<file path="src/rtl/add_pkg.sv">
// Shared definitions for the add operand pairer: FSM state encoding and counter width.
package add_pkg;

    localparam int PAIR_CNT_W = 16;
    localparam logic [PAIR_CNT_W-1:0] PAIR_CNT_ONE = PAIR_CNT_W'(1);

    typedef enum logic [1:0] {
        EMPTY = 2'd0,
        HALF  = 2'd1,
        FULL  = 2'd2
    } pair_state_e;

endpackage

</file>
<file path="src/rtl/add_operand_pairer.sv">
// Groups a serial operand stream into (in1, in2) pairs for a downstream add stage,
// padding a lone trailing word with zero and counting handed-off pairs.
module add_operand_pairer
    import add_pkg::*;
#(
    parameter int WIDTH = 32
) (
    input  logic                  clk,
    input  logic                  rst,
    input  logic [WIDTH-1:0]      s_data,
    input  logic                  s_valid,
    input  logic                  s_last,
    output logic                  s_ready,
    output logic [WIDTH-1:0]      in1,
    output logic [WIDTH-1:0]      in2,
    output logic                  m_valid,
    input  logic                  m_ready,
    output logic                  m_last,
    output logic                  m_pad,
    output logic [PAIR_CNT_W-1:0] pair_cnt
);

    pair_state_e             state_q;
    logic [WIDTH-1:0]        in1_q;
    logic [WIDTH-1:0]        in2_q;
    logic                    m_last_q;
    logic                    m_pad_q;
    logic [PAIR_CNT_W-1:0]   pair_cnt_q;
    logic                    in_hs;
    logic                    out_hs;

    // While a pair is presented, a new word may only enter as the old pair leaves.
    assign s_ready = !rst && ((state_q != FULL) || m_ready);
    assign m_valid = !rst && (state_q == FULL);
    assign in_hs   = s_valid && s_ready;
    assign out_hs  = m_valid && m_ready;

    always_ff @(posedge clk) begin
        if (rst) begin
            state_q    <= EMPTY;
            in1_q      <= '0;
            in2_q      <= '0;
            m_last_q   <= 1'b0;
            m_pad_q    <= 1'b0;
            pair_cnt_q <= '0;
        end else begin
            if (out_hs) begin
                pair_cnt_q <= pair_cnt_q + PAIR_CNT_ONE;
            end
            unique case (state_q)
                // FULL only accepts a word together with an output handshake,
                // so it then behaves exactly like EMPTY.
                EMPTY, FULL: begin
                    if (in_hs) begin
                        in1_q <= s_data;
                        if (s_last) begin
                            in2_q    <= '0;
                            m_pad_q  <= 1'b1;
                            m_last_q <= 1'b1;
                            state_q  <= FULL;
                        end else begin
                            state_q  <= HALF;
                        end
                    end else if (out_hs) begin
                        state_q <= EMPTY;
                    end
                end
                HALF: begin
                    if (in_hs) begin
                        in2_q    <= s_data;
                        m_pad_q  <= 1'b0;
                        m_last_q <= s_last;
                        state_q  <= FULL;
                    end
                end
                default: begin
                    state_q <= EMPTY;
                end
            endcase
        end
    end

    assign in1      = in1_q;
    assign in2      = in2_q;
    assign m_last   = m_last_q;
    assign m_pad    = m_pad_q;
    assign pair_cnt = pair_cnt_q;

endmodule

</file>
<file path="config.mk">
export PLATFORM = sky130hd
export DESIGN_NAME = add_operand_pairer
export DESIGN_NICKNAME = d
export VERILOG_FILES = /design/src/rtl/add_pkg.sv /design/src/rtl/add_operand_pairer.sv
export SDC_FILE = /design/constraint.sdc
export NUM_CORES = 1
export LEC_CHECK = 0
export ABC_AREA = 1
export BUFFER_PORTS_ARGS = -buffer_cell sky130_fd_sc_hd__buf_2
export CORE_ASPECT_RATIO = 1.75
export CORE_MARGIN = 2
export CORE_UTILIZATION = 49
export DETAILED_ROUTE_END_ITERATION = 10
export PLACE_DENSITY = 0.79
export SYNTH_ARGS = -nofsm -noshare
export SYNTH_HDL_FRONTEND = slang
export SYNTH_SLANG_ARGS = --single-unit
</file>
<file path="constraint.sdc">
create_clock -name clk -period 1.6 [get_ports clk]
set_input_delay 0.16 -clock clk [delete_from_list [all_inputs] [get_ports clk]]
set_output_delay 0.16 -clock clk [all_outputs]
set_load 0.1 [all_outputs]
</file>
==> results by group <==
Global routing
  • Antenna violations before repair: 0
  • Tot GR Track Use: 0.238
  • Number of global-route vias before repair: ~3.2k
  • Largest net degree at the start of global routing: 65
  • First-pass GRT wire length: between 10 and 15 mm
  • Grt total ovfl: 0

Setup path
  • Reg2reg setup slack: between 0.15 and 0.2 ns
  • CP Launch Type: register
  • Worst Setup SP: state_q[1]
  • Req. time, crit path: 1.44 ns
  • Worst Reg-to-Reg Cells: 9
  • Reg2reg end: pair_cnt[10]
  • Crit-path max FO: 6
  • Arr. time, crit path: roughly 1.3 ns
  • Critical R2R Launch: pair_cnt[1]
  • Critical path class: reg2out
  • Crit end category: primary output

Synthesis
  • Synthesized cell area: around 3400 um^2
  • Synth Register Bits: between 80 and 90
  • Top cell type's share of synthesized area: 0.489
  • Syn_nets: about 500
  • Cells after Synth: 460
  • Biggest area consumer among synthesized cells: dfxtp_1
  • Yosys Warn Count: 0
  • Synth cell types: 26
  • Syn_area_per_cell: around 7.5 um^2
  • Synth area leaders: dfxtp_1 49%, a21oi_1 9.8%, nand2_1 8.2%
  • Register area share after synthesis: 0.489

Final layout
  • Layout overhead on the synthesized area: 30.6%
  • Core Util, Final: 0.659
  • Non-filler cells, final: about 670
  • Layout cell share with drive strength beyond 1: 0.303
  • Final net count: 617
  • Number of antenna cells inserted: 0

Clock network
  • Root Buffer: clkbuf_16
  • TritonCTS clock tree: built
  • Clock Path Buffers: 2
  • CTS resizes: 0
  • Num CTS Buffers: 9
  • Post-CTS Hold Buffers: 0
  • Clock transition at path regs: 0.06 ns
  • Worst skew pair latency: ~0.33 ns
  • H-tree levels: 3
  • Number of setup buffers added after CTS: 0
  • CTS Sinks: 84

STA
  • Slew headroom: 0.665
  • Setup_tns: 0 ns
  • Clk_skew: 0.00469 ns
  • Fin crit share: 0.913
  • Slew @ Worst Pin: 0.506 ns
  • Worst setup slack after layout: 0.139 ns
  • Final setup vio count: 0
  • Clock period minus worst slack: 1.46 ns
  • Unrepaired setup endpoints after global routing: no
  • Slew Viols, Final: 0
  • Final Hold Viols: 0
  • Fmax: a little under 700 MHz

Worst hold path
  • HP Start: s_data[1]
  • Worst min-delay path class: in2reg
  • Worst Hold End: in2[1]
  • Hold path cells: 3

Power and ir drop
  • Cell Pwr Density: between 1000 and 1500 nW/um^2
  • Leak: approximately 2.1 nW
  • Seq pwr share: 0.422
  • Sw Pwr: 0.00161 W
  • Power Internal: approximately 0.0036 W
  • Sw Share: 0.307
  • Peak VDD IR: 0.000826 V
  • Combinational share of power: 0.182
  • Clk pwr share: 0.397

Die
  • Core Region: 6810 um^2
  • Initial core utilization: 0.505
  • Top-Level Pins: approximately 120
  • Die width: between 60 and 70 um
  • Die height: 115 um
  • Die area: between 7000 and 8000 um^2
  • Placement Rows: 40

Drt
  • Routed wire per std cell: between 10 and 15 um
  • Post-DRT Antenna Nets: 0
  • DR iter-0 viols: 264
  • Via count: around 3.4k
  • WL final: between 8 and 9 mm
  • Via/cell ratio: between 5 and 6
  • DRC: 0
  • Initial DRT Pass Iterations: 4

Flow run
  • Maxcap violations: 0

Place
  • Dpl cells: about 650
  • Worst slack, placed: 0.177 ns
  • Post-DP HPWL: roughly 6.5 mm
  • Buffers on Ports: 120
  • Gpl congestion: approximately 0.8

Outcome
  • Outcome: finished, final reports clean
## power by group through the flow
stage	registers, W	clock network, W	logic (W)
2_1_floorplan	0.00279	0	0.000220
3_3_place_gp	0.00225	0	0.000945
3_5_place_dp	0.00225	0	0.000953
4_1_cts	0.00221	0.00211	0.000954
5_1_grt	0.00222	0.00220	0.00100
6_report	0.00221	0.00208	0.000952
## layout make-up
type                    count  area, um^2
fillers                   614        2320
inverters                  66         248
multi-input cells         286        1390
repair buffers            132         733
well taps                  84         105
clock buffers              13         260
clock inverters             3        45.0
flip-flops and latches     84        1710
## per-layer routing
layer / GRT usage / part of all wire / vias up
met2: 0.410 / 0.52 / 104
met5: 0 / 0 / -
li1: - / - / 1728
met3: 0.0763 / 0.065 / 27
met4: 0.129 / 0.035 / 0
met1: 0.251 / 0.38 / 1536
## Yosys cell counts, drive strengths merged
library cell,count
a21oi,67
buf,17
clkbuf,7
dfxtp,84
ha,1
inv,66
nand2,76
nand3,39
nand3b,5
nand4,11
nor2,46
nor3,1
nor3b,1
o211ai,1
o21ai,37
o21bai,1
## critical path, cell delays in order (launching register included)
cell	delay [ns]
dfxtp_1	0.48
nand3_4	0.16
nand2_1	0.10
inv_2	0.06
buf_12	0.16
## kinds of logic (layout without fill, tap and decap cells)
logic type	Yosys count	in the layout	share of synthesized area
AOI/OAI and AO/OA	106	106	0.156
buffers and inverters	90	214	0.106
adders and majority gates	1	1	0.00364
DFF	84	84	0.489
and+or+nand+nor	179	179	0.245
## per-stage QoR
step                area [um^2]  power (W)  hold slack [ns]
detailed placement         4180    0.00321            0.430
global placement           4180    0.00319            0.427
CTS                        4490    0.00527           0.0791
floorplan                  3460    0.00301            0.232
finish                     4490    0.00524           0.0852
global route               4490    0.00542           0.0837
## cells in the final DEF, fill, tap and decap left out
cell type,Yosys,routed
nand3_2,1,1
ha_1,1,1
bufinv_16,0,1
nand4_2,3,3
inv_2,6,6
nor3b_1,1,1
clkbuf_1,7,2
buf_12,0,3
nor3_1,1,1
nand4_1,7,7
dfxtp_1,84,69
dfxtp_2,0,13
buf_2,15,118
nand4_4,1,1
nand2_2,1,1
nor2_1,43,43
nand3b_1,5,5
nand2_1,75,75
nor2_2,1,1
clkbuf_16,0,9
inv_1,60,60
o211ai_1,1,1
o21ai_1,21,21
nand3_4,1,1
buf_4,2,11
a21oi_1,67,67
o21ai_0,16,16
nand3_1,37,37
clkbuf_8,0,2
o21bai_1,1,1
dfxtp_4,0,2
nor2_4,2,2
clkinvlp_4,0,2
## worst max-delay path by stage
stage / end / slack (ns) / depth (start not counted)
after detailed placement: in2[5] / 0.18 / 7
after floorplan: pair_cnt[7] / 0.05 / 7
after global routing: pair_cnt[7] / 0.02 / 7
final: s_ready / 0.14 / 4
after CTS: s_ready / 0.13 / 4
after global placement: pair_cnt[10] / 0.23 / 9
## registers in the layout (all words and copies together) (netlist names)
name      cells
pair_cnt     16
state_q       2
in1          32
m_pad         1
in2          32
m_last        1
Note: power is estimated with default switching activity, not from simulation.
